<file path="src/rtl/time_adjust_ctrl.sv">
// Mode/adjust sequencer for the alarm clock field counters: turns mode/up/down
// buttons into routed one-cycle adjust strobes with hold-to-repeat and idle timeout.
module time_adjust_ctrl #(
  parameter int unsigned HOLD_DLY = 8,
  parameter int unsigned RPT_PER  = 2,
  parameter int unsigned IDLE_TO  = 40
) (
  input  logic       i_clk,
  input  logic       i_reset,
  input  logic       i_tick_en,
  input  logic       i_btn_mode,
  input  logic       i_btn_up,
  input  logic       i_btn_down,
  output logic [3:0] o_adj_up,
  output logic [3:0] o_adj_down,
  output logic [3:0] o_field_sel,
  output logic       o_run_en,
  output logic       o_sec_clr
);

  localparam int unsigned CNT_MAX = (HOLD_DLY > IDLE_TO) ? HOLD_DLY : IDLE_TO;
  localparam int unsigned CW      = $clog2(CNT_MAX + 1);
  localparam logic [CW-1:0] HOLD_HIT   = CW'(HOLD_DLY - 1);
  localparam logic [CW-1:0] IDLE_HIT   = CW'(IDLE_TO - 1);
  localparam logic [CW-1:0] CNT_SAT    = CW'(CNT_MAX);
  // Reload so the next strobe lands RPT_PER ticks after the current one
  localparam logic [CW-1:0] RPT_RELOAD = (RPT_PER >= HOLD_DLY) ? '0 : CW'(HOLD_DLY - RPT_PER);

  typedef enum logic [2:0] {
    S_RUN, S_SET_CHR, S_SET_CMIN, S_SET_AHR, S_SET_AMIN
  } state_t;

  state_t          r_state, w_state_nxt;
  logic            r_mode_d, r_up_d, r_down_d;
  logic [CW-1:0]   r_rpt_cnt, w_rpt_nxt;
  logic [CW-1:0]   r_idle_cnt, w_idle_nxt;
  logic [3:0]      r_adj_up, r_adj_down, r_field_sel;
  logic            r_run_en, r_sec_clr;
  logic [3:0]      w_adj_up, w_adj_down, w_field_cur, w_field_nxt;
  logic            w_fire, w_sec_clr, w_run_en;
  logic            w_mode_edge, w_up_edge, w_down_edge;
  logic            w_up_only, w_down_only, w_any_act;

  function automatic logic [3:0] field_of(input state_t s);
    case (s)
      S_SET_CHR:  field_of = 4'b0010;
      S_SET_CMIN: field_of = 4'b0001;
      S_SET_AHR:  field_of = 4'b1000;
      S_SET_AMIN: field_of = 4'b0100;
      default:    field_of = 4'b0000;
    endcase
  endfunction

  assign w_mode_edge = i_btn_mode & ~r_mode_d;
  assign w_up_edge   = i_btn_up   & ~r_up_d;
  assign w_down_edge = i_btn_down & ~r_down_d;
  assign w_up_only   = i_btn_up   & ~i_btn_down;
  assign w_down_only = i_btn_down & ~i_btn_up;
  assign w_any_act   = i_btn_mode | i_btn_up | i_btn_down | r_mode_d | r_up_d | r_down_d;

  always_ff @(posedge i_clk) begin
    if (i_reset) begin
      r_state     <= S_RUN;
      r_mode_d    <= 1'b1;
      r_up_d      <= 1'b1;
      r_down_d    <= 1'b1;
      r_rpt_cnt   <= '0;
      r_idle_cnt  <= '0;
      r_adj_up    <= '0;
      r_adj_down  <= '0;
      r_field_sel <= '0;
      r_run_en    <= 1'b1;
      r_sec_clr   <= 1'b0;
    end else begin
      r_state     <= w_state_nxt;
      r_mode_d    <= i_btn_mode;
      r_up_d      <= i_btn_up;
      r_down_d    <= i_btn_down;
      r_rpt_cnt   <= w_rpt_nxt;
      r_idle_cnt  <= w_idle_nxt;
      r_adj_up    <= w_adj_up;
      r_adj_down  <= w_adj_down;
      r_field_sel <= w_field_nxt;
      r_run_en    <= w_run_en;
      r_sec_clr   <= w_sec_clr;
    end
  end

  // Next state, repeat/idle counters and adjust strobes
  always_comb begin
    w_state_nxt = r_state;
    w_rpt_nxt   = r_rpt_cnt;
    w_idle_nxt  = r_idle_cnt;
    w_fire      = 1'b0;
    w_adj_up    = '0;
    w_adj_down  = '0;
    w_field_cur = field_of(r_state);

    if (r_state == S_RUN) begin
      w_rpt_nxt  = '0;
      w_idle_nxt = '0;
      if (w_mode_edge) w_state_nxt = S_SET_CHR;
    end else if (w_mode_edge) begin
      w_rpt_nxt  = '0;
      w_idle_nxt = '0;
      case (r_state)
        S_SET_CHR:  w_state_nxt = S_SET_CMIN;
        S_SET_CMIN: w_state_nxt = S_SET_AHR;
        S_SET_AHR:  w_state_nxt = S_SET_AMIN;
        default:    w_state_nxt = S_RUN;
      endcase
    end else begin
      if (w_up_only || w_down_only) begin
        if ((w_up_only && w_up_edge) || (w_down_only && w_down_edge)) begin
          w_rpt_nxt = '0;
          w_fire    = 1'b1;
        end else if (i_tick_en) begin
          if (r_rpt_cnt == HOLD_HIT) begin
            w_rpt_nxt = RPT_RELOAD;
            w_fire    = 1'b1;
          end else if (r_rpt_cnt != CNT_SAT) begin
            w_rpt_nxt = r_rpt_cnt + 1'b1;
          end
        end
      end else begin
        w_rpt_nxt = '0;
      end

      if (w_any_act) begin
        w_idle_nxt = '0;
      end else if (i_tick_en) begin
        if (r_idle_cnt == IDLE_HIT) begin
          w_idle_nxt  = '0;
          w_state_nxt = S_RUN;
        end else if (r_idle_cnt != CNT_SAT) begin
          w_idle_nxt = r_idle_cnt + 1'b1;
        end
      end

      if (w_fire) begin
        if (w_up_only) w_adj_up   = w_field_cur;
        else           w_adj_down = w_field_cur;
      end
    end

    w_field_nxt = field_of(w_state_nxt);
    w_run_en    = !((w_state_nxt == S_SET_CHR) || (w_state_nxt == S_SET_CMIN));
    w_sec_clr   = (r_state == S_SET_CMIN) && (w_state_nxt != S_SET_CMIN);
  end

  assign o_adj_up    = r_adj_up;
  assign o_adj_down  = r_adj_down;
  assign o_field_sel = r_field_sel;
  assign o_run_en    = r_run_en;
  assign o_sec_clr   = r_sec_clr;

endmodule

</file>
<file path="config.mk">
export PLATFORM = sky130hd
export DESIGN_NAME = time_adjust_ctrl
export DESIGN_NICKNAME = d
export VERILOG_FILES = /design/src/rtl/time_adjust_ctrl.sv
export SDC_FILE = /design/constraint.sdc
export NUM_CORES = 1
export LEC_CHECK = 0
export ABC_AREA = 0
export CAP_MARGIN = 30
export CORE_MARGIN = 2
export CORE_UTILIZATION = 25
export DETAILED_ROUTE_END_ITERATION = 16
export GPL_TIMING_DRIVEN = 1
export PLACE_DENSITY = 0.51
export SYNTH_ARGS = -nofsm -noshare
export SYNTH_HDL_FRONTEND = slang
export SYNTH_SLANG_ARGS = --single-unit
</file>
<file path="constraint.sdc">
create_clock -name i_clk -period 2.5 [get_ports i_clk]
set_input_delay 0.5 -clock i_clk [delete_from_list [all_inputs] [get_ports i_clk]]
set_output_delay 0.5 -clock i_clk [all_outputs]
set_load 0.02 [all_outputs]
</file>
==> summary.md, run 1 <==
| Metric | Value |
|---|---|
| Status | finished clean |
| Final setup vio count | 0 |
| Floorplan die area | 6280 um^2 |
| Avg WL per Cell | 10.9 um |
| FF-to-FF path depth | 4 |
| Number of clock buffers inserted by TritonCTS | 5 |
| Post-Syn Area | 1420 um^2 |
| Area of placed instances | 1700 um^2 |
| Antenna violations before repair | 0 |
| Pwr per Cell Area | 592 nW/um^2 |
| H-tree lvl count | 2 |
| Clock buffer depth | 2 |
| Worst-margin pin slew | just over 0.4 ns |
| Hold/Removal Path Class | flop to flop |
| Core Footprint | 5470 um^2 |
| Overall die height | 79.3 um |
| Share of cells above drive strength 1 | a little over 10% |
| Non-filler cells, final | 255 |
| Post-DP HPWL | between 2 and 2.5 mm |
| Number of enable-type register cells in the synthesized netlist | 0 |
| Global-route wire length before repair | 4.91 mm |
| Max-cap check violation count | 0 |
| Synthesized net count | 170 |
| #FFs+latches synth | 32 |
| Required time at the endpoint of the critical path | 2.66 ns |
| Clock tree root buffer cell | sky130_fd_sc_hd__clkbuf_8 |
| Final Max Slew Viols | 0 |
| Post-CTS Resized | 0 |
| Maximum frequency from static timing analysis | 0.471 GHz |
| Via count of the first global-routing pass | 1109 |
| Unrepaired setup endpoints after global routing | no |
| Clock-pin slew of the registers on the worst-case setup and hold paths | approximately 0.070 ns |
| Crit path max fanout | 7 |
| CTS tree | yes |
| Crit path setup slack, layout | 0.379 ns |
| Layout Area Growth over Synthesis | 28.2% |
| Hold Vio Cnt, Final | 0 |
| Routed Antenna Nets | 0 |
| Post-Route Skew | approximately 0.0034 ns |
| Finished Cell Area | around 1800 um^2 |
| Detailed Route WL | between 2 and 3 mm |
| Total via count in the routed design | 1124 |
| Placement Setup Slack | 0.0757 ns |
| Count of unresolved DRC violations after routing | 0 |
| Via/cell ratio | 4.41 |
| Crit path arrival time | approximately 2.3 ns |
| Initial Utilization | 25.9% |
| Number of distinct library cell variants in the gate-level netlist after synthesis | 35 |
| Portion of the clock cycle consumed by the worst path in the final layout | a little over four fifths |
| Number of cells traversed by the worst hold path | 2 |
| Yosys warning count | 0 |
| Number of cells after detailed placement | 247 |
| Worst setup EP type | flop |
| Port buffer count | 19 |
| Async set-reset flop share out of synthesis | 0% |
| Crit path kind | primary input to flop |
| Clock insertion delay at the later pin of the skew report | 0.29 ns |
| Clock Sink Count | 32 |
| RePlAce Congestion | between 0.7 and 0.8 |
| Worst relative slew slack | just over 70% |
| Post-synthesis average cell area | roughly 9.0 um^2 |
| Worst IR drop on VDD | 0.204 mV |
| Total Negative Setup Slacks | 0 ns |
| Post-synthesis cell count | 158 |
| Primary flip-flop cell chosen by synthesis mapping | sky130_fd_sc_hd__dfxtp_1 |
| Detailed Route Iter0 Violations | 45 |
| # rows | 27 |
| Detailed-router iteration count before antenna repair | 4 |
| Largest net degree at the start of global routing | 16 |
| Total setup buffers inserted after CTS | 0 |
| Global route total overflow | 0 |
| Final critical delay including setup and external delays | about 2.1 ns |
| All-layer global routing usage | 10.2% |
| Number of nets at the end of the flow | just under 200 |
| Inserted Diodes | 0 |
| Leakage | around 0.0006 uW |
| Sequential share of the synthesized area | a little under half |
| Horizontal extent of the die | 79.3 um |
| Quantity of hold-fixing buffers added after cts | 0 |
| Startpoint class of the critical path | primary input |
| I/O pins | 20 |
final cells by class:
cell class                      instances  area [um^2]
Multi-Input combinational cell        112          716
Fill cell                             599         3660
Clock buffer                            5         68.8
Inverter                                6         22.5
Clock inverter                          3         42.5
Sequential cell                        32          641
Tap cell                               72         90.1
Timing Repair Buffer                   25          235
routing by layer:
| metal | track usage [%] | routed length, um | vias up |
|---|---|---|---|
| met2 | 16.0 | 1230 | 18 |
| li1 | - | - | 592 |
| met4 | 6.21 | 78 | 0 |
| met3 | 3.18 | 117 | 7 |
| met5 | 0 | 0 | - |
| met1 | 12.1 | 1360 | 507 |
placed cells by master (no fill, tap or decap), types with 2 or more instances in the layout:
master	netlist	layout
sky130_fd_sc_hd__nand4b_1	2	2
sky130_fd_sc_hd__xnor2_1	4	4
sky130_fd_sc_hd__nand2_1	5	5
sky130_fd_sc_hd__nand3_1	11	11
sky130_fd_sc_hd__nand4_1	3	3
sky130_fd_sc_hd__ha_1	6	6
sky130_fd_sc_hd__buf_4	0	6
sky130_fd_sc_hd__clkbuf_8	0	5
sky130_fd_sc_hd__clkdlybuf4s50_1	0	19
sky130_fd_sc_hd__or3_1	2	2
sky130_fd_sc_hd__nand3b_1	6	6
sky130_fd_sc_hd__xor2_1	4	4
sky130_fd_sc_hd__inv_1	6	6
sky130_fd_sc_hd__nor2_1	23	23
sky130_fd_sc_hd__a21oi_1	5	5
sky130_fd_sc_hd__o21ai_0	3	3
sky130_fd_sc_hd__a211oi_1	4	4
sky130_fd_sc_hd__nor2b_1	2	2
sky130_fd_sc_hd__dfxtp_1	32	32
sky130_fd_sc_hd__or2_1	5	5
sky130_fd_sc_hd__nor3_1	6	6
sky130_fd_sc_hd__nand2b_1	6	6
sky130_fd_sc_hd__a31oi_1	2	2
cells by family after synthesis:
| logic type | share of synthesized area (%) |
|---|---|
| mux | 1.50 |
| buf+inv | 4.24 |
| fa+ha+maj | 5.30 |
| xor+xnor | 4.95 |
| flops | 45.2 |
| simple gates | 30.3 |
| compound gates | 8.48 |
critical path, stage by stage:
cell and delay (ns):
sky130_fd_sc_hd__clkdlybuf4s50_1 0.45, sky130_fd_sc_hd__or4_4 0.53, sky130_fd_sc_hd__or4b_4 0.59, sky130_fd_sc_hd__nand3_2 0.12, sky130_fd_sc_hd__a2111oi_0 0.09
stage by stage:
step	total power, uW	hold WS [ns]	utilization, %
3_5_place_dp	587	0.506	31.1
5_1_grt	1120	0.546	33.2
6_report	1070	0.510	33.2
2_1_floorplan	562	0.473	-
3_3_place_gp	588	0.504	31.1
4_1_cts	1090	0.517	33.2
synth_stat cells, types with 5 or more instances:
library cell               count  area, um^2
sky130_fd_sc_hd__a21oi_1       5        25.0
sky130_fd_sc_hd__clkbuf_1      7        26.3
sky130_fd_sc_hd__dfxtp_1      32         641
sky130_fd_sc_hd__ha_1          6        75.1
sky130_fd_sc_hd__inv_1         6        22.5
sky130_fd_sc_hd__nand2_1       5        18.8
sky130_fd_sc_hd__nand2b_1      6        37.5
sky130_fd_sc_hd__nand3_1      11        55.1
sky130_fd_sc_hd__nand3b_1      6        45.0
sky130_fd_sc_hd__nor2_1       23        86.3
sky130_fd_sc_hd__nor3_1        6        30.0
sky130_fd_sc_hd__or2_1         5        31.3
registers in the layout, indices dropped and copies added (netlist names), 3 cells and up:
register     cells
o_adj_up         4
r_idle_cnt       6
o_field_sel      4
o_adj_down       4
r_state          3
r_rpt_cnt        6
power breakdown:
part | leakage (uW) | switching [uW] | internal (uW) | total (uW)
clock | 0.0000541 | 204 | 295 | 499
combinational | 0.000280 | 29.2 | 28.0 | 57.3
sequential | 0.000259 | 2.72 | 515 | 518
final timing paths:
kind	endpoint	slack [ns]	from
max	o_field_sel[1]	0.38	i_btn_mode
min	r_rpt_cnt[1]	0.51	r_rpt_cnt[1]
max reg2reg	o_field_sel[1]	0.77	r_mode_d
min reg2reg	r_rpt_cnt[1]	0.51	r_rpt_cnt[1]
No activity file was read; power rests on OpenSTA's default activity.
==> run 2, diff against run 1 <==
Settings changed: PLACE_DENSITY 0.51 to 0.52.
Clock period 2.5 ns to 1.8 ns, I/O delays scaled along.
==> summary.md, run 2 (synthesis results as in run 1) <==
| Metric | Value |
|---|---|
| Initial Utilization | 25.9% (unchanged) |
| Post-DP HPWL | 2.00 mm (was 2.03 mm) |
| Area of placed instances | 1740 um^2 (was 1700 um^2) |
| Detailed Route WL | 2.70 mm (was 2.78 mm) |
| Placement Setup Slack | -0.427 ns (was 0.0757 ns) |
| Share of cells above drive strength 1 | 12.8% (was 10.4%) |
| Unrepaired setup endpoints after global routing | no (unchanged) |
| Count of unresolved DRC violations after routing | 0 (unchanged) |
| Clock Sink Count | 32 (unchanged) |
| Largest net degree at the start of global routing | 14 (was 16) |
| Antenna violations before repair | 0 (unchanged) |
| Global route total overflow | 0 (unchanged) |
| Horizontal extent of the die | 79.3 um (unchanged) |
| # rows | 27 (unchanged) |
| Routed Antenna Nets | 0 (unchanged) |
| Leakage | 0.000618 uW (was 0.000593 uW) |
| Crit path arrival time | 1.88 ns (was 2.28 ns) |
| Quantity of hold-fixing buffers added after cts | 0 (unchanged) |
| Hold Vio Cnt, Final | 0 (unchanged) |
| Post-Route Skew | 0.00203 ns (was 0.00343 ns) |
| Switching share of power | 22.3% (was 22.0%) |
| Leading registers by flop count | r_idle_cnt (6), r_rpt_cnt (6) (unchanged) |
| Floorplan die area | 6280 um^2 (unchanged) |
| Maximum single-stage delay on the critical path | 0.56 ns (was 0.59 ns) |
| Total setup buffers inserted after CTS | 0 (unchanged) |
| Max-cap check violation count | 0 (unchanged) |
| Finished Cell Area | 1830 um^2 (was 1820 um^2) |
| Overall die height | 79.3 um (unchanged) |
| Most common library cell in the layout ignoring fill and taps | sky130_fd_sc_hd__dfxtp_1 (unchanged) |
| Detailed Route Iter0 Violations | 40 (was 45) |
| Final Max Slew Viols | 0 (unchanged) |
| Seq pwr share | 52.6% (was 48.2%) |
| Inserted Diodes | 0 (unchanged) |
| Cell type group with the largest total delay on the critical path | simple AND/OR/NAND/NOR gates (unchanged) |
| Sum of buffers and inverters on the critical path | 1 (unchanged) |
| Area of the multi-input gates | 716 um^2 (unchanged) |
| Worst relative slew slack | 73.1% (was 72.3%) |
| Crit path setup slack, layout | 0.0717 ns (was 0.379 ns) |
| Final setup vio count | 0 (unchanged) |
| Worst setup EP type | flop (unchanged) |
| Commonest cells after routing, fill and taps aside | sky130_fd_sc_hd__dfxtp_1, sky130_fd_sc_hd__nor2_1, sky130_fd_sc_hd__clkdlybuf4s50_1 (unchanged) |
| Number of clock buffers inserted by TritonCTS | 5 (unchanged) |
| Avg WL per Cell | 10.4 um (was 10.9 um) |
| Via count of the first global-routing pass | 1100 (was 1109) |
| Portion of the clock cycle consumed by the worst path in the final layout | a little over nine tenths |
| Core Footprint | 5470 um^2 (unchanged) |
| Port buffer count | 19 (unchanged) |
| Status | finished clean (unchanged) |
| H-tree lvl count | 2 (unchanged) |
| Maximum frequency from static timing analysis | 0.579 GHz |
| Clock insertion delay at the later pin of the skew report | 0.28 ns (was 0.29 ns) |
| Crit path max fanout | 7 (unchanged) |
| Clock-pin slew of the registers on the worst-case setup and hold paths | 0.07 ns (about the same) |
| Clock tree root buffer cell | sky130_fd_sc_hd__clkbuf_8 (unchanged) |
| Final critical delay including setup and external delays | 1.73 ns |
| Ordered list of cells on the worst path | dlygate4sd2_1 -> or4_4 -> or4b_4 -> nand3_2 -> a2111oi_0 (was clkdlybuf4s50_1 -> or4_4 -> or4b_4 -> nand3_2 -> a2111oi_0) |
| All-layer global routing usage | 9.87% (was 10.2%) |
| Via/cell ratio | 4.43 (was 4.41) |
| Total net switching power | 306 uW (was 236 uW) |
| Detailed-router iteration count before antenna repair | 4 (unchanged) |
| RePlAce Congestion | 0.718 (was 0.709) |
| Number of nets at the end of the flow | 199 (was 194) |
| Part of the power in the clock network | 41.3% (was 46.4%) |
| Startpoint class of the critical path | primary input (unchanged) |
| Hold/Removal Path Class | flop to flop (unchanged) |
| Combinational share of power | 6.1% (was 5.3%) |
| Pwr per Cell Area | 748 nW/um^2 (was 592 nW/um^2) |
| Critical-path cell with the highest stage delay | sky130_fd_sc_hd__or4b_4 (unchanged) |
| Internal Pwr Total | 1060 uW (was 838 uW) |
| Area taken by flip-flops and latches | 641 um^2 (unchanged) |
| Layout Area Growth over Synthesis | 29.2% (was 28.2%) |
| Worst IR drop on VDD | 0.350 mV (was 0.204 mV) |
| Required time at the endpoint of the critical path | 1.95 ns (was 2.66 ns) |
| I/O pins | 20 (unchanged) |
| Global-route wire length before repair | 4.82 mm (was 4.91 mm) |
| Total via count in the routed design | 1152 (was 1124) |
| Crit path kind | primary input to flop (unchanged) |
| Worst-margin pin slew | 0.399 ns (was 0.412 ns) |
| Clock buffer depth | 2 (unchanged) |
| Fillers | 583 (was 599) |
| CTS tree | yes (unchanged) |
run 2: area by class of cell:
type	count	share of cell area, %
timing repair buffer	30	14.7
tap	72	4.92
sequential	32	35.0
clock inverter	2	0.547
inverter	6	1.23
multi-input combinational	112	39.1
clock buffer	6	4.51
run 2: worst paths after layout:
check / from / end / slack [ns] / depth (start not counted)
max: i_btn_mode / o_field_sel[1] / 0.07 / 5
min reg2reg: r_rpt_cnt[1] / r_rpt_cnt[1] / 0.52 / 2
min: r_rpt_cnt[1] / r_rpt_cnt[1] / 0.52 / 2
max reg2reg: r_mode_d / o_field_sel[1] / 0.13 / 4
run 2: power by group through the flow:
stage          Clock [uW]  Combinational, uW  Sequential, uW
2_1_floorplan           0               40.8             739
3_3_place_gp            0               85.8             736
3_5_place_dp            0               85.4             737
4_1_cts               588               84.1             721
5_1_grt               622               92.7             721
6_report              565               82.9             720
run 2: per-stage QoR:
stage               hold slack [ns]  TNS, ns  utilization [%]  power, uW  cells
finish                        0.516        0             33.4       1370    260
global route                  0.529        0             33.4       1440    260
CTS                           0.514        0             33.4       1390    260
detailed placement            0.504    -7.00             31.8        822    252
global placement              0.510    -7.48             31.8        822    252
floorplan                     0.443        0                -        780    158
run 2: routing by layer:
metal | global-route usage, % | wire [um]
met3 | 3.07 | 130
met5 | 0 | 0
met4 | 5.17 | 41
met1 | 11.5 | 1260
met2 | 16.2 | 1270
run 2: repair_timing:
| item | CTS | global route |
|---|---|---|
| cloned | 0 | 0 |
| gates resized for setup | 3 | 0 |
| endpoints found under the setup margin | 10 | 3 |
| pin swaps | 4 | 1 |
run 2: worst register-to-register path, stage by stage (launching register included):
cell	delay (ns)
sky130_fd_sc_hd__dfxtp_1	0.32
sky130_fd_sc_hd__or4_4	0.48
sky130_fd_sc_hd__or4b_4	0.56
sky130_fd_sc_hd__nand3_2	0.11
sky130_fd_sc_hd__a2111oi_0	0.08
==> run 3, diff against run 2 <==
Settings changed: SLEW_MARGIN from default to 0.
==> results of run 3 <==
Same layout as run 2: the final DEF is identical, and so are final timing and power.
